**config.mk**
```make
export PLATFORM = sky130hd
export DESIGN_NAME = matrix_csr_sequencer
export DESIGN_NICKNAME = d
export VERILOG_FILES = /design/src/rtl/matrix_csr_sequencer.sv
export SDC_FILE = /design/constraint.sdc
export NUM_CORES = 1
export LEC_CHECK = 0
export CORE_ASPECT_RATIO = 1.1
export CORE_MARGIN = 2
export CORE_UTILIZATION = 43
export CTS_CLUSTER_DIAMETER = 200
export DETAILED_ROUTE_END_ITERATION = 8
export PLACE_DENSITY = 0.76
export SYNTH_ARGS = -nofsm -noshare
export SYNTH_HDL_FRONTEND = slang
export SYNTH_SLANG_ARGS = --single-unit
```
**constraint.sdc**
```tcl
create_clock -name clk -period 3.05 [get_ports clk]
set_input_delay 0.61 -clock clk [delete_from_list [all_inputs] [get_ports clk]]
set_output_delay 0.61 -clock clk [all_outputs]
set_load 0.01 [all_outputs]
```
**src/rtl/matrix_csr_sequencer.sv**
```systemverilog
// -----------------------------------------------------------------------------
// matrix_csr_sequencer
//
// Purpose:
//   Initiator for the three CSR channels of the matrix accelerator (vec, mat,
//   run). One host command (rows, cols) is turned into:
//     1. a write of the row count on the vec channel,
//     2. a write of the column count on the mat channel,
//     3. a write of run=1 on the run channel,
//   after which the run channel's ready level is tracked through "busy"
//   (ready falls) and "complete" (ready rises again). The run bit is then
//   cleared with a run=0 write and the command finishes with a done pulse.
//   Bad sizes, a non-idle accelerator and lost handshakes end in ERR with a
//   sticky error code.
//
// Handshake semantics (host side and CSR side):
//   - Host: a command is accepted on a cycle where cmd_valid && cmd_ready.
//     cmd_ready is high only in IDLE; cmd_valid in any other state is
//     ignored, nothing is queued.
//   - CSR channels: the slave latches data on the rising edge of *_valid.
//     Every write is a SETUP cycle (data driven, valid low) followed by
//     STROBE_CYC cycles of valid high with data held stable. The SETUP
//     cycle of the following write guarantees valid is low for at least one
//     cycle between writes. *_ready is a level (accelerator idle), not a
//     per-write acknowledge.
//
// Ports:
//   clk, rst_n                 clock, asynchronous active-low reset
//   cmd_valid/cmd_ready        host command handshake
//   cmd_rows, cmd_cols         command payload (8 bits each)
//   busy                       high in every state except IDLE
//   done                       one-cycle pulse on successful completion
//   err, err_code              sticky error flag / code
//                              (0 none, 1 bad size, 2 not idle, 3 timeout)
//   vec_valid/vec_data/vec_ready   vec CSR channel (row count)
//   mat_valid/mat_data/mat_ready   mat CSR channel (column count)
//   run_valid/run_data/run_ready   run CSR channel (run bit in [0])
//   fsm_state                  current FSM state, for debug/observation
// -----------------------------------------------------------------------------
module matrix_csr_sequencer #(
    parameter int DATA_W     = 16,
    parameter int PE_NUMBER  = 64,
    parameter int STROBE_CYC = 2,
    parameter int TIMEOUT    = 4096
) (
    input  logic              clk,
    input  logic              rst_n,
    input  logic              cmd_valid,
    output logic              cmd_ready,
    input  logic [7:0]        cmd_rows,
    input  logic [7:0]        cmd_cols,
    output logic              busy,
    output logic              done,
    output logic              err,
    output logic [1:0]        err_code,
    output logic              vec_valid,
    output logic [DATA_W-1:0] vec_data,
    input  logic              vec_ready,
    output logic              mat_valid,
    output logic [DATA_W-1:0] mat_data,
    input  logic              mat_ready,
    output logic              run_valid,
    output logic [DATA_W-1:0] run_data,
    input  logic              run_ready,
    output logic [3:0]        fsm_state
);

    localparam int STB_W = (STROBE_CYC > 1) ? $clog2(STROBE_CYC) : 1;
    localparam int TMR_W = (TIMEOUT > 1) ? $clog2(TIMEOUT) : 1;

    localparam logic [1:0] ERR_NONE    = 2'd0;
    localparam logic [1:0] ERR_SIZE    = 2'd1;
    localparam logic [1:0] ERR_NIDLE   = 2'd2;
    localparam logic [1:0] ERR_TIMEOUT = 2'd3;

    typedef enum logic [3:0] {
        S_IDLE      = 4'd0,
        S_CHK       = 4'd1,
        S_VEC_SETUP = 4'd2,
        S_VEC_STB   = 4'd3,
        S_MAT_SETUP = 4'd4,
        S_MAT_STB   = 4'd5,
        S_RUN_SETUP = 4'd6,
        S_RUN_STB   = 4'd7,
        S_WAIT_BUSY = 4'd8,
        S_WAIT_DONE = 4'd9,
        S_CLR_SETUP = 4'd10,
        S_CLR_STB   = 4'd11,
        S_DONE      = 4'd12,
        S_ERR       = 4'd13
    } state_t;

    state_t             state;
    state_t             state_nxt;
    logic [1:0]         code_nxt;     // code captured when ERR is entered

    logic [7:0]         rows_q;
    logic [7:0]         cols_q;
    logic               run_bit;
    logic [STB_W-1:0]   stb_cnt;
    logic [TMR_W-1:0]   tmr;

    logic               accept;
    logic               size_bad;
    logic               all_ready;
    logic               in_stb;
    logic               in_wait;
    logic               stb_last;
    logic               tmr_last;

    assign accept    = cmd_valid && cmd_ready;
    assign size_bad  = (cmd_rows == 8'd0) || (cmd_cols == 8'd0) ||
                       ({24'd0, cmd_rows} > 32'(PE_NUMBER));
    assign all_ready = vec_ready && mat_ready && run_ready;

    assign in_stb  = (state == S_VEC_STB) || (state == S_MAT_STB) ||
                     (state == S_RUN_STB) || (state == S_CLR_STB);
    assign in_wait = (state == S_WAIT_BUSY) || (state == S_WAIT_DONE);

    assign stb_last = (stb_cnt == STB_W'(STROBE_CYC - 1));
    assign tmr_last = (tmr == TMR_W'(TIMEOUT - 1));

    assign fsm_state = state;

    // -------------------------------------------------------------------------
    // FSM: state register
    // -------------------------------------------------------------------------
    always_ff @(posedge clk or negedge rst_n) begin
        if (!rst_n) begin
            state <= S_IDLE;
        end else begin
            state <= state_nxt;
        end
    end

    // -------------------------------------------------------------------------
    // FSM: next-state logic
    // -------------------------------------------------------------------------
    always_comb begin
        state_nxt = state;
        code_nxt  = ERR_NONE;
        case (state)
            S_IDLE: begin
                if (accept) begin
                    if (size_bad) begin
                        state_nxt = S_ERR;
                        code_nxt  = ERR_SIZE;
                    end else begin
                        state_nxt = S_CHK;
                    end
                end
            end
            // Single-cycle look at all three idle levels; no retry.
            S_CHK: begin
                if (all_ready) begin
                    state_nxt = S_VEC_SETUP;
                end else begin
                    state_nxt = S_ERR;
                    code_nxt  = ERR_NIDLE;
                end
            end
            S_VEC_SETUP: state_nxt = S_VEC_STB;
            S_VEC_STB:   if (stb_last) state_nxt = S_MAT_SETUP;
            S_MAT_SETUP: state_nxt = S_MAT_STB;
            S_MAT_STB:   if (stb_last) state_nxt = S_RUN_SETUP;
            S_RUN_SETUP: state_nxt = S_RUN_STB;
            S_RUN_STB:   if (stb_last) state_nxt = S_WAIT_BUSY;
            // The awaited level is tested before the timer, so an edge that
            // arrives on the last counted cycle still wins.
            S_WAIT_BUSY: begin
                if (!run_ready) begin
                    state_nxt = S_WAIT_DONE;
                end else if (tmr_last) begin
                    state_nxt = S_ERR;
                    code_nxt  = ERR_TIMEOUT;
                end
            end
            S_WAIT_DONE: begin
                if (run_ready) begin
                    state_nxt = S_CLR_SETUP;
                end else if (tmr_last) begin
                    state_nxt = S_ERR;
                    code_nxt  = ERR_TIMEOUT;
                end
            end
            S_CLR_SETUP: state_nxt = S_CLR_STB;
            S_CLR_STB:   if (stb_last) state_nxt = S_DONE;
            S_DONE:      state_nxt = S_IDLE;
            S_ERR:       state_nxt = S_IDLE;
            default:     state_nxt = S_IDLE;
        endcase
    end

    // -------------------------------------------------------------------------
    // FSM: outputs (pure decode of the current state, so an asynchronous
    // reset drops every strobe immediately)
    // -------------------------------------------------------------------------
    always_comb begin
        cmd_ready = 1'b0;
        busy      = 1'b1;
        done      = 1'b0;
        vec_valid = 1'b0;
        mat_valid = 1'b0;
        run_valid = 1'b0;
        case (state)
            S_IDLE: begin
                cmd_ready = 1'b1;
                busy      = 1'b0;
            end
            S_VEC_STB: vec_valid = 1'b1;
            S_MAT_STB: mat_valid = 1'b1;
            S_RUN_STB: run_valid = 1'b1;
            S_CLR_STB: run_valid = 1'b1;
            S_DONE:    done      = 1'b1;
            default: ;
        endcase
    end

    // -------------------------------------------------------------------------
    // Strobe length counter: counts cycles spent in the current *_STB state.
    // -------------------------------------------------------------------------
    always_ff @(posedge clk or negedge rst_n) begin
        if (!rst_n) begin
            stb_cnt <= '0;
        end else if (in_stb && (state_nxt == state)) begin
            stb_cnt <= stb_cnt + 1'b1;
        end else begin
            stb_cnt <= '0;
        end
    end

    // -------------------------------------------------------------------------
    // Handshake timer: zero on entry to each wait state, +1 per cycle there.
    // -------------------------------------------------------------------------
    always_ff @(posedge clk or negedge rst_n) begin
        if (!rst_n) begin
            tmr <= '0;
        end else if (in_wait && (state_nxt == state)) begin
            tmr <= tmr + 1'b1;
        end else begin
            tmr <= '0;
        end
    end

    // -------------------------------------------------------------------------
    // Command latch and CSR data registers. Data is loaded on entry to the
    // matching SETUP state, so it is stable for the whole SETUP cycle and
    // the strobe that follows, and holds its value while idle.
    // -------------------------------------------------------------------------
    always_ff @(posedge clk or negedge rst_n) begin
        if (!rst_n) begin
            rows_q  <= 8'd0;
            cols_q  <= 8'd0;
            run_bit <= 1'b0;
        end else begin
            if (accept) begin
                rows_q <= cmd_rows;
                cols_q <= cmd_cols;
            end
            if ((state_nxt == S_RUN_SETUP) && (state != S_RUN_SETUP)) begin
                run_bit <= 1'b1;
            end else if ((state_nxt == S_CLR_SETUP) && (state != S_CLR_SETUP)) begin
                run_bit <= 1'b0;
            end
        end
    end

    always_ff @(posedge clk or negedge rst_n) begin
        if (!rst_n) begin
            vec_data <= '0;
            mat_data <= '0;
        end else begin
            if ((state_nxt == S_VEC_SETUP) && (state != S_VEC_SETUP)) begin
                vec_data <= {{(DATA_W-8){1'b0}}, rows_q};
            end
            if ((state_nxt == S_MAT_SETUP) && (state != S_MAT_SETUP)) begin
                mat_data <= {{(DATA_W-8){1'b0}}, cols_q};
            end
        end
    end

    assign run_data = {{(DATA_W-1){1'b0}}, run_bit};

    // -------------------------------------------------------------------------
    // Sticky error flag/code. Entering ERR takes priority over the clear on
    // acceptance, because a bad-size command is accepted and rejected in the
    // same cycle.
    // -------------------------------------------------------------------------
    always_ff @(posedge clk or negedge rst_n) begin
        if (!rst_n) begin
            err      <= 1'b0;
            err_code <= ERR_NONE;
        end else if ((state_nxt == S_ERR) && (state != S_ERR)) begin
            err      <= 1'b1;
            err_code <= code_nxt;
        end else if (accept) begin
            err      <= 1'b0;
            err_code <= ERR_NONE;
        end
    end

endmodule

```
==> results.md, run 1 <==
* Syn Area/Cell at between 10 and 15 um2
* Nets@finish at 317
* Largest net degree at the start of global routing at 54
* Synth top area cells: dfrtp_1 (49%), mux2_2 (13%), buf_4 (8.9%), nor4_1 (2.3%), nand2_1 (2.2%)
* FF-to-FF End: tmr[5]
* CTS tree: built
* Cell variety after synth at 43
* Post-synth top area cell: dfrtp_1
* CTS Sinks at 53
* Worst EP required at approximately 3.2 ns
* Die area at 0.00691 mm2
* Post-CTS Resized at 0
* Synth Instances at 241
* Worst-Margin Slew at between 0.9 and 1 ns
* Cell count of the worst reg-to-reg path at 7
* Main synth FF type: dfrtp_1
* Number of CTS-inserted buffers at 5
* CP endpoint kind: flip-flop
* Number of buffers on the longest clock path at 2
* GR Util All Layers at 16.3%
* Crit path max fanout at 16
* Die H at roughly 87 um
* Final Util at 53.8%
* Clock Pin Slew Worst Setup and Hold Paths at 0.09 ns
* Fin Clk Skew at 0.0100 ns
* Iter 0 DRT Violations at 82
* Fin worst setup slack at around 0.47 ns
* Worst Path Buf+Inv at 1
* Worst IR Drop VDD at 0.409 mV
* Cts hold-fix bufs at 0
* GRT overflow at 0
* Vias in the first global route at 1822
* Count leader, synth: dfrtp_1
* # DRC at 0
* Post-synth EDFFs at 0
* RSZ-0062 raised after global routing: no
* Crit Reg-Reg Startpoint: fsm_state[2]
* Fmax at 387 MHz
* Slew HR at a little under a third
* Routed wire length at 5.14 mm
* WS Path Type: flip-flop to flip-flop
* Pre-CTS WS at 0.213 ns
* Sequential share of the synthesized area at 49.3%
* Post-CTS Setup Inserts at 0
* Setup Viol. Count Final at 0
* Slew Viols, Final at 0
* Final period utilization at 84.6%
* Synthesis-to-layout area growth at 22.3%
* Synth cell count leaders: dfrtp_1 (53), buf_4 (32), mux2_2 (32)
* Max-Cap Viols at 0
* Hold_ws at 0.413 ns
* Arr. time, crit path at 2.72 ns
* Share of cells above drive strength 1 at 18.0%
* Initial Util at a little over two fifths
* DIE WIDTH at 79.4 um
* Critical path's slowest cell: mux2i_1
* Root buffer cell: clkbuf_8
* Placer Congestion at 0.826
* Routed Antenna Nets at 0
* Status: completed
* Syn Std Cell Area at 0.00269 mm2
* WL per Instance at ~14 um
* Crit. path cell count at 7
* Hold Violations, Final at 0
* Initial antenna violation count at 0
* Clock network latency to the later pin of the worst-skew pair at 0.31 ns
* Row cnt at 30
* Slowest cell delay on critical path at 0.80 ns
* Synthesis-stage register bit count at 53
* Minimum clock period at 2.58 ns
* Setup TNS at 0 ns
* DR pass1 iterations at 4
* Ant. Diodes at 0
* Via count at 1912
* Setup crit start kind: flip-flop
* Vias per std cell at 5.10
* Worst hold path class: input port to async pin
* Synth top area share at 49.3%
* Power per Cell Area at 873 mW/mm2
* Dpl hpwl at between 3 and 4 mm
* Async SR Flop Fraction at 100%
* Lkg Pwr at 1.40 nW
* Core box area at 0.00612 mm2
* CP top delay family: multiplexers
* Worst-path cell chain: nor2_1, nand2_1, inv_1, a32oi_1, o211ai_1, mux2i_1, nor4_1
* Num ports at 83
* First-pass GRT wire length at 8.76 mm
* Yosys warns at 0
* Flop-to-flop setup slack at 0.47 ns
* IO buf count at 51
* H-tree Lvls at 2
final cells by class:
| type | instances | area (um2) |
|---|---|---|
| Tap cell | 80 | 100 |
| Clock buffer | 6 | 82.6 |
| Inverter | 6 | 22.5 |
| Multi-Input combinational cell | 172 | 1180 |
| Sequential cell | 53 | 1330 |
| Clock inverter | 2 | 37.5 |
| Fill cell | 560 | 2830 |
| Timing Repair Buffer | 56 | 543 |
layer usage:
layer  global-route usage [%]  part of all wire (%)  wire, um  up-vias
met5                        0                     0         0        -
met4                     6.11                   1.8        92        0
met3                     3.73                   7.1       367        8
met2                     25.5                    49      2500       74
met1                     22.2                    43      2190      941
li1                         -                     -         -      889
per-stage QoR:
stage | std cells | cell area (um2) | power (mW)
after floorplan | 271 | 2800 | 1.91
after global placement | 367 | 3170 | 2.36
after detailed placement | 367 | 3170 | 2.40
after CTS | 375 | 3290 | 2.90
after global routing | 375 | 3290 | 3.07
final | 375 | 3290 | 2.87
state kept, by name, summed over array words and instances (netlist names):
register   cells
tmr           12
cols_q         8
mat_data       8
rows_q         8
vec_data       8
fsm_state      4
err_code       2
err            1
run_bit        1
stb_cnt        1
power breakdown:
| group | leakage, nW | switching [mW] | total [mW] | internal [mW] |
|---|---|---|---|---|
| Combinational | 0.662 | 0.550 | 1.19 | 0.643 |
| Sequential | 0.681 | 0.217 | 1.18 | 0.966 |
| Clock | 0.0574 | 0.227 | 0.494 | 0.267 |
| Total | 1.40 | 0.995 | 2.87 | 1.88 |
kinds of logic (layout without fill, tap and decap cells):
kind of cell / Yosys count / count (layout) / share of synthesized area (%)
flops: 53 / 53 / 49.3
compound gates: 22 / 22 / 6.33
buf+inv: 46 / 70 / 11.1
simple gates: 74 / 74 / 15.3
xor+xnor: 11 / 11 / 3.58
mux: 33 / 33 / 13.8
fa+ha+maj: 1 / 1 / 0.465
other cells: 1 / 31 / 0.139
cell usage in the layout, fill, tap and decap left out, types with 2 or more instances in the layout:
| master | instances |
|---|---|
| dfrtp_1 | 53 |
| clkdlybuf4s50_1 | 50 |
| mux2_2 | 32 |
| conb_1 | 31 |
| nand2_1 | 16 |
| nor4_1 | 10 |
| nor3_1 | 9 |
| nand3_1 | 9 |
| nor2_1 | 8 |
| inv_1 | 6 |
| xnor2_1 | 6 |
| clkbuf_8 | 6 |
| a21oi_1 | 5 |
| xor2_1 | 5 |
| buf_4 | 5 |
| o21ai_0 | 4 |
| nand2b_1 | 3 |
| nand4_1 | 3 |
| nor2b_1 | 2 |
| o21a_1 | 2 |
| or4_1 | 2 |
| a22oi_1 | 2 |
| nand3b_1 | 2 |
| nor3b_1 | 2 |
| and2_1 | 2 |
worst max-delay path by stage:
stage	start	to	slack [ns]
after floorplan	cmd_rows[1]	tmr[3]	0.81
after global placement	cmd_rows[1]	tmr[9]	0.27
after detailed placement	cmd_rows[1]	tmr[11]	0.21
after CTS	fsm_state[2]	run_valid	0.45
after global routing	fsm_state[2]	tmr[3]	0.22
final	fsm_state[2]	tmr[5]	0.47
No activity file was read; power rests on OpenSTA's default activity.
==> run 2, diff against run 1 <==
Settings changed: CORE_UTILIZATION 43 to 42, PLACE_DENSITY 0.76 to 0.77.
Clock period 3.05 ns to 2.1 ns, I/O delays scaled along.
==> results.md, run 2 (synthesis gave the netlist of run 1 again) <==
* Status: completed (unchanged)
* Num ports at 83 (unchanged)
* Pwr Total at 4.67 mW (was 2.87 mW)
* Largest net degree at the start of global routing at 54 (unchanged)
* Worst-Margin Slew at 0.663 ns (was 0.999 ns)
* Power per Cell Area at 1310 mW/mm2 (was 873 mW/mm2)
* Fin Clk Skew at 0.0154 ns (was 0.0100 ns)
* Max-Cap Viols at 0 (unchanged)
* Worst EP required at 1.68 ns (was 3.19 ns)
* Number of buffers on the longest clock path at 2 (unchanged)
* Largest register FFs at 12 (unchanged)
* Routed Antenna Nets at 0 (unchanged)
* Iter 0 DRT Violations at 79 (was 82)
* Via count at 1976 (was 1912)
* # DRC at 0 (unchanged)
* Post-Layout Cell Count at 403 (was 375)
* Core box area at 0.00619 mm2 (was 0.00612 mm2)
* Vias in the first global route at 1954 (was 1822)
* Cts hold-fix bufs at 0 (unchanged)
* WS Path Type: flip-flop to output pin (was flip-flop to flip-flop)
* First-pass GRT wire length at 9.05 mm (was 8.76 mm)
* Most flops, register: tmr (unchanged)
* Slowest cell delay on critical path at 0.41 ns (was 0.80 ns)
* WL met1 at 2.44 mm (was 2.19 mm)
* Setup crit start kind: flip-flop (unchanged)
* DR pass1 iterations at 4 (unchanged)
* Synthesis-to-layout area growth at 32.1% (was 22.3%)
* DIE WIDTH at 80.3 um (was 79.4 um)
* Design Area, Final at 0.00355 mm2 (was 0.00329 mm2)
* Worst hold path class: input port to async pin (unchanged)
* Minimum clock period at 2.02 ns
* Setup Viol. Count Final at 0 (unchanged)
* CTS Sinks at 53 (unchanged)
* Dpl hpwl at 4.14 mm (was 3.76 mm)
* GRT overflow at 0 (unchanged)
* Clock network latency to the later pin of the worst-skew pair at 0.32 ns (was 0.31 ns)
* Share of cells above drive strength 1 at 27.2% (was 18.0%)
* WL per Instance at 13.9 um (was 13.7 um)
* Nets@finish at 345 (was 317)
* Root buffer cell: clkbuf_8 (unchanged)
* Critical path's slowest cell: dfrtp_1 (was mux2i_1)
* Placer Congestion at 0.789 (was 0.826)
* Routed length on met2 at 2.79 mm (was 2.50 mm)
* Final period utilization at just under 100%
* Slew Viols, Final at 0 (unchanged)
* Lkg Pwr at 1.58 nW (was 1.40 nW)
* H-tree Lvls at 2 (unchanged)
* Most frequent cells in the layout: dfrtp_1 (53), clkdlybuf4s50_1 (41), mux2_2 (32) (was dfrtp_1 (53), clkdlybuf4s50_1 (50), mux2_2 (32))
* Area of placed instances at 0.00336 mm2 (was 0.00317 mm2)
* CP endpoint kind: output pin (was flip-flop)
* Fmax at a little under 500 MHz
* Flop-to-flop setup slack at 0.18 ns (was 0.47 ns)
* Die area at 0.00706 mm2 (was 0.00691 mm2)
* IO buf count at 51 (unchanged)
* Worst IR Drop VDD at 0.615 mV (was 0.409 mV)
* Hold Violations, Final at 0 (unchanged)
* Arr. time, crit path at 1.60 ns (was 2.72 ns)
* Most used cell along the critical path: buf_4
* Initial antenna violation count at 0 (unchanged)
* Slew HR at 55.8% (was 31.5%)
* GR Util All Layers at 16.8% (was 16.3%)
* Die H at 87.9 um (was 87.0 um)
* CTS tree: built (unchanged)
* Worst-path cell chain: buf_4, buf_4, nor3_1, dlygate4sd2_1 (was nor2_1, nand2_1, inv_1, a32oi_1, o211ai_1, mux2i_1, nor4_1)
* DR WL met3 at 265 um (was 367 um)
* Row cnt at 30 (unchanged)
* Vias per std cell at 4.90 (was 5.10)
* Ant. Diodes at 0 (unchanged)
* RSZ-0062 raised after global routing: no (unchanged)
* Clock Pin Slew Worst Setup and Hold Paths at 0.10 ns (was 0.09 ns)
* Final Util at 57.4% (was 53.8%)
* Commonest non-fill, non-tap cell in the layout: dfrtp_1 (unchanged)
* Top Metal Used: met4 (unchanged)
* Number of CTS-inserted buffers at 5 (unchanged)
* Routed wire length at 5.62 mm (was 5.14 mm)
* Placed cell count at 391 (was 367)
* Crit path max fanout at 11 (was 16)
* Initial Util at 43.4% (was 44.0%)
-- run 2: critical path, delay by kind of cell (launching register included) --
family	cells	cell delay, ns
buf+inv	3	0.65
flops	1	0.41
simple gates	1	0.22
-- run 2: final timing paths --
kind	from	end	cells after the start
setup / recovery	fsm_state[2]	vec_valid	4
hold / removal	rst_n	tmr[4]	2
setup reg to reg	tmr[0]	err	7
hold reg to reg	tmr[0]	tmr[0]	1
max in group asynchronous	rst_n	cols_q[7]	2
min in group clk	cmd_rows[2]	rows_q[2]	2
-- run 2: power breakdown --
group	total [mW]	internal [mW]	switching (mW)	leakage, nW
Combinational	2.33	1.29	1.04	0.844
Sequential	1.62	1.40	0.211	0.681
Clock	0.726	0.388	0.338	0.0574
-- run 2: routing by layer --
metal | GRT usage [%] | vias up
li1 | - | 948
met1 | 21.6 | 950
met2 | 26.9 | 69
met3 | 3.92 | 9
met4 | 8.01 | 0
met5 | 0 | -
-- run 2: what timing repair did --
item | 4_1_cts | 5_1_grt
pin swaps | 6 | 6
setup endpoints to repair | 18 | 13
setup buffers | 1 | 3
resized for setup | 17 | 6
-- run 2: layout make-up --
| type | instances | area, um2 |
|---|---|---|
| Timing Repair Buffer | 84 | 761 |
| Clock inverter | 2 | 37.5 |
| Fill cell | 548 | 2640 |
| Clock buffer | 6 | 82.6 |
| Multi-Input combinational cell | 172 | 1220 |
| Inverter | 6 | 22.5 |
| Tap cell | 80 | 100 |
| Sequential cell | 53 | 1330 |
-- run 2: through the flow --
step           hold WS, ns  setup TNS (ns)  setup WS (ns)
3_5_place_dp         0.478           -6.58         -0.487
5_1_grt              0.255               0        0.00760
3_3_place_gp         0.475           -6.12         -0.460
4_1_cts              0.238         -0.0130        -0.0130
6_report             0.203               0         0.0751
2_1_floorplan        0.124               0         0.0529
